## src/rtl/calc_pkg.sv

```systemverilog
// Shared definitions for the BCD calculator entry controller.
// Holds key codes, display digit codes and the controller state encoding.
package calc_pkg;
  localparam logic [3:0] KEY_ADD  = 4'hA;
  localparam logic [3:0] KEY_SUB  = 4'hB;
  localparam logic [3:0] KEY_EQ   = 4'hC;
  localparam logic [3:0] KEY_CLR  = 4'hD;
  localparam logic [3:0] KEY_BS   = 4'hE;
  localparam logic [3:0] KEY_NONE = 4'hF;

  localparam logic [3:0] DIG_BLANK = 4'hF;
  localparam logic [3:0] DIG_ERR   = 4'hE;

  typedef enum logic [1:0] {ENTER_A, ENTER_B, SHOW_RES, SHOW_ERR} state_t;

  function automatic logic is_digit(input logic [3:0] k);
    return k <= 4'd9;
  endfunction

  function automatic logic is_op(input logic [3:0] k);
    return (k == KEY_ADD) || (k == KEY_SUB);
  endfunction
endpackage

```

## src/rtl/calc_entry_if.sv

```systemverilog
// Bus between the calculator entry controller and its surroundings.
//   key_i/key_valid_i : decoded keystroke from the keyboard stage
//   sum_i/carry_i     : external BCD adder chain result (A+B)
//   diff_i/borrow_i   : external BCD subtractor chain result (A-B)
//   a_o/b_o/sub_o     : registered operands and selected operation
//   dig*_o            : display digit codes for the seven-segment stage
interface calc_entry_if;
  logic [3:0]  key_i;
  logic        key_valid_i;
  logic [15:0] sum_i;
  logic        carry_i;
  logic [15:0] diff_i;
  logic        borrow_i;
  logic [15:0] a_o;
  logic [15:0] b_o;
  logic        sub_o;
  logic [3:0]  dig1_o, dig10_o, dig100_o, dig1000_o;

  // slave: the entry controller
  modport slave (
    input  key_i, key_valid_i, sum_i, carry_i, diff_i, borrow_i,
    output a_o, b_o, sub_o, dig1_o, dig10_o, dig100_o, dig1000_o
  );

  // master: keyboard stage, arithmetic chains and display
  modport master (
    output key_i, key_valid_i, sum_i, carry_i, diff_i, borrow_i,
    input  a_o, b_o, sub_o, dig1_o, dig10_o, dig100_o, dig1000_o
  );
endinterface

```

## src/rtl/bcd_entry_reg.sv

```systemverilog
// Four-digit BCD operand register.
//   clk/rst   : clock, synchronous active-high reset
//   clr       : synchronous clear to zero
//   load_en   : parallel load of load_val
//   shift_en  : shift digit in at the ones position (dropped when full)
//   bs_en     : backspace, shift right dropping the ones digit
//   q/full    : register value; full when the thousands digit is nonzero
// Priority: reset/clear > load > shift > backspace.
module bcd_entry_reg (
  input  logic        clk,
  input  logic        rst,
  input  logic        clr,
  input  logic        load_en,
  input  logic [15:0] load_val,
  input  logic        shift_en,
  input  logic [3:0]  digit,
  input  logic        bs_en,
  output logic [15:0] q,
  output logic        full
);
  assign full = (q[15:12] != 4'h0);

  always_ff @(posedge clk) begin
    if (rst || clr)            q <= '0;
    else if (load_en)          q <= load_val;
    else if (shift_en && !full) q <= {q[11:0], digit};
    else if (bs_en)            q <= {4'h0, q[15:4]};
  end
endmodule

```

## src/rtl/calc_entry.sv

```systemverilog
// Keystroke-driven operand entry and result controller for a 4-digit BCD
// calculator. Owns operands A and B, the add/subtract selection and the
// result register, and decodes the displayed value with leading-zero blanking.
//   clk_i/rst_i : clock, synchronous active-high reset
//   bus         : key input, arithmetic chain results, operands and display
module calc_entry
  import calc_pkg::*;
(
  input  logic         clk_i,
  input  logic         rst_i,
  calc_entry_if.slave  bus
);
  state_t      state, next;
  logic [15:0] a, b, res;
  logic        a_full, b_full;
  logic        sub, b_started;

  logic        kv, dig, op, clr_all, err;
  logic        a_shift, a_bs, a_load, b_shift, b_bs, b_clr;
  logic        set_sub, set_bstart, clr_bstart, cap_res;
  logic [15:0] a_load_val;

  assign kv      = bus.key_valid_i;
  assign dig     = is_digit(bus.key_i);
  assign op      = is_op(bus.key_i);
  assign clr_all = kv && (bus.key_i == KEY_CLR);
  assign err     = sub ? bus.borrow_i : bus.carry_i;

  always_ff @(posedge clk_i) begin
    if (rst_i) state <= ENTER_A;
    else       state <= next;
  end

  always_comb begin
    next       = state;
    a_shift    = 1'b0;
    a_bs       = 1'b0;
    a_load     = 1'b0;
    a_load_val = res;
    b_shift    = 1'b0;
    b_bs       = 1'b0;
    b_clr      = 1'b0;
    set_sub    = 1'b0;
    set_bstart = 1'b0;
    clr_bstart = 1'b0;
    cap_res    = 1'b0;
    if (clr_all) begin
      next = ENTER_A;
    end else if (kv) begin
      unique case (state)
        ENTER_A: begin
          if (dig) a_shift = 1'b1;
          else if (op) begin
            set_sub = 1'b1; b_clr = 1'b1; clr_bstart = 1'b1; next = ENTER_B;
          end else if (bus.key_i == KEY_BS) a_bs = 1'b1;
        end
        ENTER_B: begin
          if (dig) begin
            b_shift = 1'b1; set_bstart = 1'b1;
          end else if (op) begin
            // operator may be changed only before B has any digits
            if (!b_started) set_sub = 1'b1;
          end else if (bus.key_i == KEY_EQ) begin
            cap_res = 1'b1;
            next    = err ? SHOW_ERR : SHOW_RES;
          end else if (bus.key_i == KEY_BS) b_bs = 1'b1;
        end
        SHOW_RES, SHOW_ERR: begin
          if (dig) begin
            // new calculation starts with this digit
            a_load = 1'b1; a_load_val = {12'h0, bus.key_i}; b_clr = 1'b1;
            next = ENTER_A;
          end else if (op && state == SHOW_RES) begin
            // chain: result becomes the new A
            a_load = 1'b1; set_sub = 1'b1; b_clr = 1'b1; clr_bstart = 1'b1;
            next = ENTER_B;
          end
        end
        default: next = ENTER_A;
      endcase
    end
  end

  always_ff @(posedge clk_i) begin
    if (rst_i || clr_all) begin
      sub       <= 1'b0;
      b_started <= 1'b0;
      res       <= '0;
    end else begin
      if (set_sub)         sub <= (bus.key_i == KEY_SUB);
      if (set_bstart)      b_started <= 1'b1;
      else if (clr_bstart) b_started <= 1'b0;
      if (cap_res)         res <= sub ? bus.diff_i : bus.sum_i;
    end
  end

  bcd_entry_reg u_a (
    .clk(clk_i), .rst(rst_i), .clr(clr_all),
    .load_en(a_load), .load_val(a_load_val),
    .shift_en(a_shift), .digit(bus.key_i), .bs_en(a_bs),
    .q(a), .full(a_full)
  );

  bcd_entry_reg u_b (
    .clk(clk_i), .rst(rst_i), .clr(clr_all || b_clr),
    .load_en(1'b0), .load_val(16'h0),
    .shift_en(b_shift), .digit(bus.key_i), .bs_en(b_bs),
    .q(b), .full(b_full)
  );

  assign bus.a_o   = a;
  assign bus.b_o   = b;
  assign bus.sub_o = sub;

  // display value and leading-zero blanking; ones digit is never blanked
  logic [15:0] disp;
  logic        bl1000, bl100, bl10;

  always_comb begin
    unique case (state)
      ENTER_A:  disp = a;
      ENTER_B:  disp = b_started ? b : a;
      default:  disp = res;
    endcase
  end

  assign bl1000 = (disp[15:12] == 4'h0);
  assign bl100  = bl1000 && (disp[11:8] == 4'h0);
  assign bl10   = bl100  && (disp[7:4]  == 4'h0);

  always_comb begin
    if (state == SHOW_ERR) begin
      bus.dig1000_o = DIG_ERR;
      bus.dig100_o  = DIG_ERR;
      bus.dig10_o   = DIG_ERR;
      bus.dig1_o    = DIG_ERR;
    end else begin
      bus.dig1000_o = bl1000 ? DIG_BLANK : disp[15:12];
      bus.dig100_o  = bl100  ? DIG_BLANK : disp[11:8];
      bus.dig10_o   = bl10   ? DIG_BLANK : disp[7:4];
      bus.dig1_o    = disp[3:0];
    end
  end

  // full flags are consumed inside the registers; kept visible for debug
  logic unused_full;
  assign unused_full = a_full ^ b_full;
endmodule

```

## src/flat_wrapper.sv

```systemverilog
// flat-port wrapper written by rule: the top's interface ports become plain ports
module calc_entry_flat import calc_pkg::*;
  (clk_i, rst_i, bus_key_i, bus_key_valid_i, bus_sum_i, bus_carry_i, bus_diff_i, bus_borrow_i, bus_a_o, bus_b_o, bus_sub_o, bus_dig1_o, bus_dig10_o, bus_dig100_o, bus_dig1000_o);
  calc_entry_if bus_i ();
  input  logic clk_i;
  input  logic rst_i;
  input wire logic [$bits(bus_i.key_i)-1:0] bus_key_i;
  input wire logic [$bits(bus_i.key_valid_i)-1:0] bus_key_valid_i;
  input wire logic [$bits(bus_i.sum_i)-1:0] bus_sum_i;
  input wire logic [$bits(bus_i.carry_i)-1:0] bus_carry_i;
  input wire logic [$bits(bus_i.diff_i)-1:0] bus_diff_i;
  input wire logic [$bits(bus_i.borrow_i)-1:0] bus_borrow_i;
  output wire logic [$bits(bus_i.a_o)-1:0] bus_a_o;
  output wire logic [$bits(bus_i.b_o)-1:0] bus_b_o;
  output wire logic [$bits(bus_i.sub_o)-1:0] bus_sub_o;
  output wire logic [$bits(bus_i.dig1_o)-1:0] bus_dig1_o;
  output wire logic [$bits(bus_i.dig10_o)-1:0] bus_dig10_o;
  output wire logic [$bits(bus_i.dig100_o)-1:0] bus_dig100_o;
  output wire logic [$bits(bus_i.dig1000_o)-1:0] bus_dig1000_o;
  assign bus_i.key_i = bus_key_i;
  assign bus_i.key_valid_i = bus_key_valid_i;
  assign bus_i.sum_i = bus_sum_i;
  assign bus_i.carry_i = bus_carry_i;
  assign bus_i.diff_i = bus_diff_i;
  assign bus_i.borrow_i = bus_borrow_i;
  assign bus_a_o = bus_i.a_o;
  assign bus_b_o = bus_i.b_o;
  assign bus_sub_o = bus_i.sub_o;
  assign bus_dig1_o = bus_i.dig1_o;
  assign bus_dig10_o = bus_i.dig10_o;
  assign bus_dig100_o = bus_i.dig100_o;
  assign bus_dig1000_o = bus_i.dig1000_o;
  calc_entry u_core (.clk_i(clk_i), .rst_i(rst_i), .bus(bus_i));
endmodule
```

## config.mk

```make
export PLATFORM = sky130hd
export DESIGN_NAME = calc_entry_flat
export DESIGN_NICKNAME = d
export VERILOG_FILES = /design/src/rtl/calc_pkg.sv /design/src/rtl/calc_entry_if.sv /design/src/rtl/bcd_entry_reg.sv /design/src/rtl/calc_entry.sv /design/src/flat_wrapper.sv
export SDC_FILE = /design/constraint.sdc
export NUM_CORES = 1
export LEC_CHECK = 0
export CORE_AREA = 3 3 89 91
export CTS_CLUSTER_DIAMETER = 60
export DETAILED_ROUTE_END_ITERATION = 10
export DIE_AREA = 0 0 92 94
export PLACE_DENSITY = 0.78
export SETUP_SLACK_MARGIN = 0.1
export SYNTH_ARGS = -nofsm -noshare
export SYNTH_HDL_FRONTEND = slang
export SYNTH_SLANG_ARGS = --single-unit
export TNS_END_PERCENT = 30
```

## constraint.sdc

```tcl
create_clock -name clk_i -period 2.05 [get_ports clk_i]
set_input_delay 0.41 -clock clk_i [delete_from_list [all_inputs] [get_ports clk_i]]
set_output_delay 0.41 -clock clk_i [all_outputs]
set_load 0.005 [all_outputs]
```

[Word level (Yosys, flattened, before mapping)]
Index checks and enable logic that the tools add are counted.
Word-level totals
  bits in registers: 52
  input bits: 41
  output and inout port bits: 49
Operators by class
  order comparisons: 1
  equal/unequal tests: 14
  multiplexer cells: 76
  reduce and logical (&&, ||, !) cells: 24
Operator list (number)
  two-way mux 16 bit: 11
  two-way mux 1 bit: 46
  one-hot mux 16 bit (2 select lines): 1
  two-way mux 4 bit: 7
  equality test 4 bit, second input constant: 5
  two-way mux 2 bit: 7
  zero test 4 bit: 3
  nonzero test 4 bit: 2
  AND reduction 7 bit: 1
  logical AND 1 bit: 6
  inequality test 2 bit, second input constant: 3
  one-hot mux 2 bit (3 select lines): 1
  equality test 2 bit, second input constant: 2
  less-or-equal comparator 4 bit, second input constant: 1
  logical OR 1 bit: 4
  inequality test 2 x 1 -> 1 bit, second input constant: 2
  one-hot mux 1 bit (2 select lines): 2
  nonzero test 2 bit: 2
  OR reduction 2 bit: 2
  inequality test 3 x 1 -> 1 bit, second input constant: 1
  one-hot mux 1 bit (3 select lines): 1
  nonzero test 3 bit: 1
  equality test 2 x 1 -> 1 bit, second input constant: 1
  zero test 1 bit: 2
  zero test 2 bit: 1

[Longest topological paths before layout]
Gate-level depths: netlist of the first run.
  word-level depth: 10
  depth in mapped cells: 8
  depth with buffers taken out: 5

[Cells and area by module]
Synthesis of the first run repeated with hierarchy kept, for this count alone.
Second synthesis, totals
  cells, all modules: 434
  area, all modules: 3671.0 µm²
Modules (own cells, without submodules)
  bcd_entry_reg: instances 2, cells each 103, area each 950.9 µm², sequential area each 320.3 µm²
  calc_entry: instances 1, cells each 228, area each 1769.2 µm², sequential area each 400.4 µm²

[Worst setup path before layout of the first run]
No wires, ideal clock.
  path type: reg2out
  start: reg u_core.state[0]
  end: out bus_dig10_o[0]
  data arrival time: 1.677 ns
  slack: -0.037 ns
  cell stages (with the launch flop): 8
  buffers on the path: 2
  path through: dfxtp_1 > buf_4 > buf_2 > and4b_1 > a311oi_1 > nand4_1 > or2_4 > o31ai_2
On the way
  word-level cells in the longest chain between the ends: 7
  elaborated cells between the ends (all ways): 11
  classes of those cells: eq/ne (2); mux (3); reduce/logical (6)
Ends and longest elaborated chain
  from (decl): RTL line calc_entry.sv:13  | state_t state, next;
  from (signal assigned): RTL line calc_entry.sv:31  | else state <= next;
  equality test 2 x 1 -> 1 bit / zero test 2 bit (equally long branches): RTL line calc_entry.sv:120  | unique case (state)
  one-hot mux 16 bit (2 select lines): RTL line calc_entry.sv:120
  zero test 4 bit (on tied branches): RTL line calc_entry.sv:127, calc_entry.sv:128
  logical AND 1 bit: RTL line calc_entry.sv:128  | assign bl100 = bl1000 && (disp[11:8] == 4'h0);
  logical AND 1 bit: RTL line calc_entry.sv:129  | assign bl10 = bl100 && (disp[7:4] == 4'h0);
  two-way mux 4 bit: RTL line calc_entry.sv:140  | bus.dig10_o = bl10 ? DIG_BLANK : disp[7:4];
  two-way mux 4 bit (*): RTL line calc_entry.sv:132  | if (state == SHOW_ERR) begin
  to (decl): RTL line flat_wrapper.sv:17  | output wire logic [$bits(bus_i.dig10_o)-1:0] bus_dig10_o;
Every way passes the cells marked *; elsewhere a longest branch is shown, timed or not.

[Worst setup path after layout of the first run]
  start: reg u_core.b_started
  end: out bus_dig10_o[1]
On the way
  word-level cells in the longest chain between the ends: 7
  elaborated cells between the ends (all ways): 9
  classes of those cells: mux (4); reduce/logical (5)
Ends and longest elaborated chain
  from (decl): RTL line calc_entry.sv:16  | logic sub, b_started;
  from (signal assigned): RTL line calc_entry.sv:87  | b_started <= 1'b0;
  from (signal assigned): RTL line calc_entry.sv:91  | if (set_bstart) b_started <= 1'b1;
  from (signal assigned): RTL line calc_entry.sv:92  | else if (clr_bstart) b_started <= 1'b0;
  two-way mux 16 bit (*): RTL line calc_entry.sv:122  | ENTER_B: disp = b_started ? b : a;
  one-hot mux 16 bit (2 select lines) (*): RTL line calc_entry.sv:120
  zero test 4 bit (on tied branches): RTL line calc_entry.sv:127, calc_entry.sv:128
  logical AND 1 bit: RTL line calc_entry.sv:128
  logical AND 1 bit: RTL line calc_entry.sv:129
  two-way mux 4 bit (*): RTL line calc_entry.sv:140
  two-way mux 4 bit (*): RTL line calc_entry.sv:132
Marks and branches as above.

==> out/results.txt, run 1 <==
I/O Pins - 90
Failing checks - negative setup slack
Mux cell area share after synthesis - 7.73%
Via count - 3980
Clock Latency Late Sink - 0.32 ns
FF-to-FF setup slack - 0.18 ns
R2r startpoint - u_core.state[0]
Switching Share - 29.6%
Post-Synthesis Net Count - 413
Relative slew slack - 61.9%
Die height - 94 um
Worst Hold End - u_core.u_a.q[0]
Post-Syn Area - 3110 um2
Async S/R FF share, synth - 0%
Worst VDD drop - 0.284 mV
Final nets - 603
Largest cells by area after synthesis - dfxtp_1 (34%), mux2i_1 (7.7%), nor2_1 (6.5%)
DR WL/cell - 18.9 um
Pwr dens - 521 nW/um2
Unrepaired setup endpoints after global routing - true
GRT overflow - 0
Psw - 0.809 mW
Layout cells sized above 1 - 34.1%
Pin count of the biggest net entering global routing - 31
# hold bufs at CTS - 0
Initial Utilization - 43.1%
Pint - 1.93 mW
R2R Path End - u_core.u_a.q[5]
Comb pwr share - 33.0%
Synth Area in Compound Gates - 27.9%
Post-synthesis cell type count - 50
CTS Buf Count - 5
Final max-slew violation count - 0
Sequential share of power - 39.5%
Synth area leader - dfxtp_1
Drt drc - 0
Core area - 7210 um2
WHS Path Cells - 2
Final setup viols - 12
Outcome - finished, violations left
Final Critical Period - 2.84 ns
XOR/XNOR Fraction of Synth Area - 0%
Setup TNS - -8.83 ns
Worst EP arrival - 2.43 ns
First drt pass iteration count - 7
Hold_sp - u_core.res[0]
Top FF cell, synth - dfxtp_1
Antenna cell count - 0
Main combinational cell family by area after synthesis - compound AO/OA/AOI/OAI gates
Worst min-delay path class - reg -> reg
EDFF count, synth - 0
Total Wirelength - 12.5 mm
Vias in the first global route - 3687
Drt via density - 6.01
Setup Skew - 0.00573 ns
Adder-cell share of the synthesized area - 0%
Critical path endpoint category - output pin
Crit path max fanout - 7
CP Class - reg -> out
Simple-gate area share of the yosys netlist - 25.6%
Antenna Nets Post-Route - 0
Least-Margin Pin Slew - 0.566 ns
FMAX - 352 MHz
H-tree depth - 2
Top cell type's share of synthesized area - 33.5%
Clock sinks - 52
Final HPWL DP - 8.78 mm
CP required - 1.64 ns
Count of input and output buffers - 89
Clock power frac - 27.5%
Leakage power total - 2.17 nW
R2R cell count - 8
CTS tree - done
Number of core rows - 31
First-pass GRT wire length - 18.9 mm
Clk buf depth - 2
Max Cap Viol - 0
Area Overhead vs Synth - 69.2%
Antenna violations before repair - 0
Seq/Total Area, Yosys - 33.5%
Clk slew on worst S/H paths - 0.10 ns
Setup crit start kind - flop
Gate Count Post-Synth - 372
PnR worst setup slack - -0.795 ns
Root buf cell - clkbuf_8
Final hold slack - 0.528 ns
Syn Area/Cell - 8.35 um2
Placed instance area - 4870 um2
Die area - 8650 um2
Final hold viol count - 0
FF+latch count, synth - 52
Synthesis Warnings - 0
DRT iter0 DRCs - 420
Die width - 92 um
Dpl ws - -0.728 ns
GPL Wtd Cong - 0.945
Final worst path period share - 139%
All-Layer GR Usage - 27.6%
Final instance area - 5260 um2
[sequential cells by signal (all words and copies together) (netlist names)]
register          count
u_core.b_started      1
u_core.bus.sub_o      1
u_core.res           16
u_core.state          2
u_core.u_a.q         16
u_core.u_b.q         16
[worst max-delay path: stages, from the launching register on]
cell and delay [ns]:
dfxtp_4 0.37, buf_6 0.13, buf_6 0.12, and4b_1 0.19, a311oi_2 0.28, nand4_2 0.17
buf_6 0.17, nor4_4 0.28, buf_4 0.17, or3b_1 0.11, buf_2 0.12
[layout by cell type, fill, tap and decap left out, types with 12 or more instances in the layout]
cell | synthesis | final
nor2_1 | 54 | 54
a21oi_1 | 17 | 14
clkdlybuf4s50_1 | 0 | 70
buf_4 | 3 | 107
dfxtp_1 | 52 | 49
mux2i_1 | 24 | 23
buf_6 | 1 | 12
nand2_1 | 37 | 36
a211oi_1 | 26 | 26
[power groups by stage]
stage	combinational (mW)	sequential, mW	clock, mW
2_1_floorplan	0.326	1.10	0
6_report	0.902	1.08	0.754
3_3_place_gp	0.795	1.10	0
3_5_place_dp	0.815	1.10	0
4_1_cts	0.848	1.08	0.752
5_1_grt	0.954	1.08	0.777
[per-stage QoR]
| step | utilization, % | power [mW] | cells |
|---|---|---|---|
| 3_5_place_dp | 67.5 | 1.92 | 635 |
| 4_1_cts | 71.6 | 2.68 | 659 |
| 2_1_floorplan | - | 1.43 | 372 |
| 5_1_grt | 72.8 | 2.82 | 662 |
| 3_3_place_gp | 67.5 | 1.90 | 635 |
| 6_report | 72.8 | 2.74 | 662 |
[Yosys cell counts (all sizes together) (2+ instances only)]
library cell,count
and3b,2
a31oi,2
a21o,4
mux2i,24
and3,4
a22oi,9
or3b,3
a21oi,17
a222oi,4
a211oi,26
o21ai,7
o22ai,4
and2,13
o31ai,2
o221a,7
nand4,3
buf,20
nand2b,2
nand2,38
o21a,3
clkbuf,12
nor2b,6
and4b,11
a221oi,2
dfxtp,52
nor4,4
nand3,6
a311oi,16
a2bb2oi,4
nor2,55
[what timing repair did]
action / 4_1_cts / 5_1_grt
gates cloned: 1 / 0
setup buffers: 15 / 3
endpoints found under the setup margin: 26 / 59
pin swaps: 18 / 14
gates resized for setup: 85 / 17
[layer usage]
layer / vias up / wire (um) / GRT usage (%) / part of all wire, %
met1: 1868 / 4690 / 32.6 / 38
met5: - / 0 / 0 / 0
met3: 51 / 1170 / 4.73 / 9.4
met2: 265 / 6150 / 49.2 / 49
li1: 1796 / - / - / -
met4: 0 / 478 / 12.1 / 3.8
[cell type report]
class / count / area, um2
clock buffer: 6 / 72.6
clock inverter: 2 / 38.8
fill: 530 / 1960
inverter: 1 / 6.26
multi-input combinational: 287 / 2050
sequential: 52 / 1050
tap: 99 / 124
timing repair buffer: 215 / 1910
[cell families after synthesis]
kind of cell / count (synthesis)
and+or+nand+nor: 151
AOI/OAI and AO/OA: 112
buffers and inverters: 33
DFF: 52
muxes: 24
[how the worst max path moves through the flow]
stage,startpoint,endpoint,slack (ns),cells past startpoint
6_report,u_core.b_started,bus_dig10_o[1],-0.79,10
5_1_grt,u_core.state[0],bus_dig10_o[1],-0.87,9
3_3_place_gp,u_core.state[1],bus_dig10_o[3],-0.53,6
4_1_cts,u_core.b_started,bus_dig10_o[1],-0.71,10
2_1_floorplan,u_core.state[0],bus_dig10_o[0],0.02,7
3_5_place_dp,u_core.state[1],bus_dig10_o[1],-0.73,6
Note: power is estimated with default switching activity, not from simulation.
==> inputs of run 2 (changes only) <==
- TNS_END_PERCENT: 30 -> 10
==> run 2 against run 1 <==
- the flow still finishes with violations (negative setup slack)
- via count fell by 1.3%
- highest routed layer unchanged
- fmax fell by 0.99%
- sequential share of layout area rose by 0.072 points
- sequential cell count is the same
- combinational power barely moved
- largest power group unchanged
- critical path type unchanged
- die area stayed put
- utilization is 0.26 points lower
- clock-buffer cell count stayed put
- total power fell by 0.23%
- global-route usage grew 0.068 points
- cell count down 0.15%
==> out/results.txt, run 2 (synthesis gave the netlist of run 1 again) <==
Clock Latency Late Sink - 0.32 ns
Comb pwr share - 33.0%
Die area - 8650 um2
H-tree depth - 2
Antenna cell count - 0
Worst path top cell family by delay - simple AND/OR/NAND/NOR gates
CTS tree - done
Switching Share - 29.7%
CP required - 1.64 ns
Die width - 92 um
Dpl ws - -0.728 ns
Initial Utilization - 43.1%
DR WL/cell - 18.8 um
Setup TNS - -8.65 ns
Clock sinks - 52
Antenna violations before repair - 0
Pin count of the biggest net entering global routing - 31
Clk slew on worst S/H paths - 0.10 ns
Worst VDD drop - 0.287 mV
First drt pass iteration count - 6
Critical path endpoint category - output pin
Worst min-delay path class - reg -> reg
Final worst path period share - 140%
Least-Margin Pin Slew - 0.537 ns
CP Class - reg -> out
Drt drc - 0
I/O Pins - 90
Layout cells sized above 1 - 34.0%
Slowest CP cell - dfxtp_2
Worst path most repeated cell - buf_4
Crit path max fanout - 13
Placed instance area - 4870 um2
PnR worst setup slack - -0.823 ns
Layout Cells excl Fill - 661
Root buf cell - clkbuf_8
Core area - 7210 um2
Buf/Inv on CP - 4
Setup Skew - 0.00789 ns
Max stage delay on crit path - 0.38 ns
Total Wirelength - 12.4 mm
Vias in the first global route - 3687
GRT overflow - 0
Fill count - 533
DRT iter0 DRCs - 408
Outcome - finished, violations left
Crit-path cells - buf_4 > buf_4 > a21boi_0 > o31ai_2 > nand3_1 > nor4_4 > buf_4 > or3b_1 > buf_2
Via count - 3929
Footprint of the multi-input gates - 2050 um2
Final core occ - 72.6%
Unrepaired setup endpoints after global routing - true
Count of input and output buffers - 89
Drt via density - 5.94
Final setup viols - 12
Final nets - 602
Final hold viol count - 0
Setup crit start kind - flop
Max Cap Viol - 0
Final HPWL DP - 8.78 mm
Die height - 94 um
Leakage power total - 2.16 nW
All-Layer GR Usage - 27.7%
Top flop regs - u_core.res: 16 flops, u_core.u_a.q: 16 flops, u_core.u_b.q: 16 flops
# hold bufs at CTS - 0
Relative slew slack - 63.8%
Number of core rows - 31
Clock power frac - 27.4%
Storage cell area - 1050 um2
Pint - 1.92 mW
Final instance area - 5240 um2
Final Critical Period - 2.87 ns
First-pass GRT wire length - 18.9 mm
CTS Buf Count - 5
Final max-slew violation count - 0
Failing checks - negative setup slack
Pwr dens - 522 nW/um2
Antenna Nets Post-Route - 0
Commonest non-fill, non-tap cells in the layout - buf_4 (109), clkdlybuf4s50_1 (70), nor2_1 (53), dfxtp_1 (49), nand2_1 (37)
GPL Wtd Cong - 0.945
Sequential share of power - 39.6%
Worst EP arrival - 2.46 ns
Area Overhead vs Synth - 68.5%
Most common cell after layout, fill and taps aside - buf_4
Clk buf depth - 2
Dpl cells - 635
FMAX - 348 MHz
Psw - 0.811 mW
==> run 2: path summary, 6_finish.rpt <==
kind                    from          endpoint  slack [ns]  depth (start not counted)
min            u_core.res[0]   u_core.u_a.q[0]        0.52                          2
min reg2reg    u_core.res[0]   u_core.u_a.q[0]        0.52                          2
max reg2reg  u_core.state[0]  u_core.u_a.q[15]        0.18                          7
max          u_core.state[0]    bus_dig10_o[1]       -0.82                          9
==> run 2: area by class of cell <==
type / count / share of cell area (%)
clock buffers: 6 / 1.39
clock inverters: 2 / 0.741
inverters: 1 / 0.119
multi-input cells: 287 / 39.2
flip-flops and latches: 52 / 20.0
well taps: 99 / 2.37
repair buffers: 214 / 36.1
==> run 2: metal layers <==
layer  up-vias  global-route usage [%]  wire length (um)
met5         -                       0                 0
li1       1788                       -                 -
met2       246                    49.4              6040
met4         0                    12.9               519
met3        50                    4.49              1160
met1      1845                    32.5              4680
==> run 2: metrics by stage <==
stage	hold slack (ns)	total power, mW
final	0.517	2.73
after global routing	0.555	2.80
after CTS	0.519	2.67
after detailed placement	0.504	1.92
after global placement	0.492	1.90
after floorplan	0.467	1.43
==> run 2: power by group through the flow <==
stage          combinational [mW]  clock, mW  sequential (mW)
6_report                    0.901      0.749             1.08
5_1_grt                     0.947      0.772             1.08
4_1_cts                     0.837      0.752             1.08
3_5_place_dp                0.815          0             1.10
3_3_place_gp                0.795          0             1.10
2_1_floorplan               0.326          0             1.10
==> run 2: what timing repair did <==
action                     in CTS  in global routing
setup buffers                  14                  3
pin swaps                      17                 14
cloned                          1                  0
setup endpoints to repair      26                 59
gates resized for setup        82                 17
==> run 2: worst register-to-register path, stage by stage, from the launching register on <==
cell,delay [ns]
dfxtp_2,0.36
buf_4,0.14
buf_4,0.18
a21o_1,0.20
a21oi_2,0.24
o21ba_2,0.23
a222oi_1,0.34
nor2_1,0.07
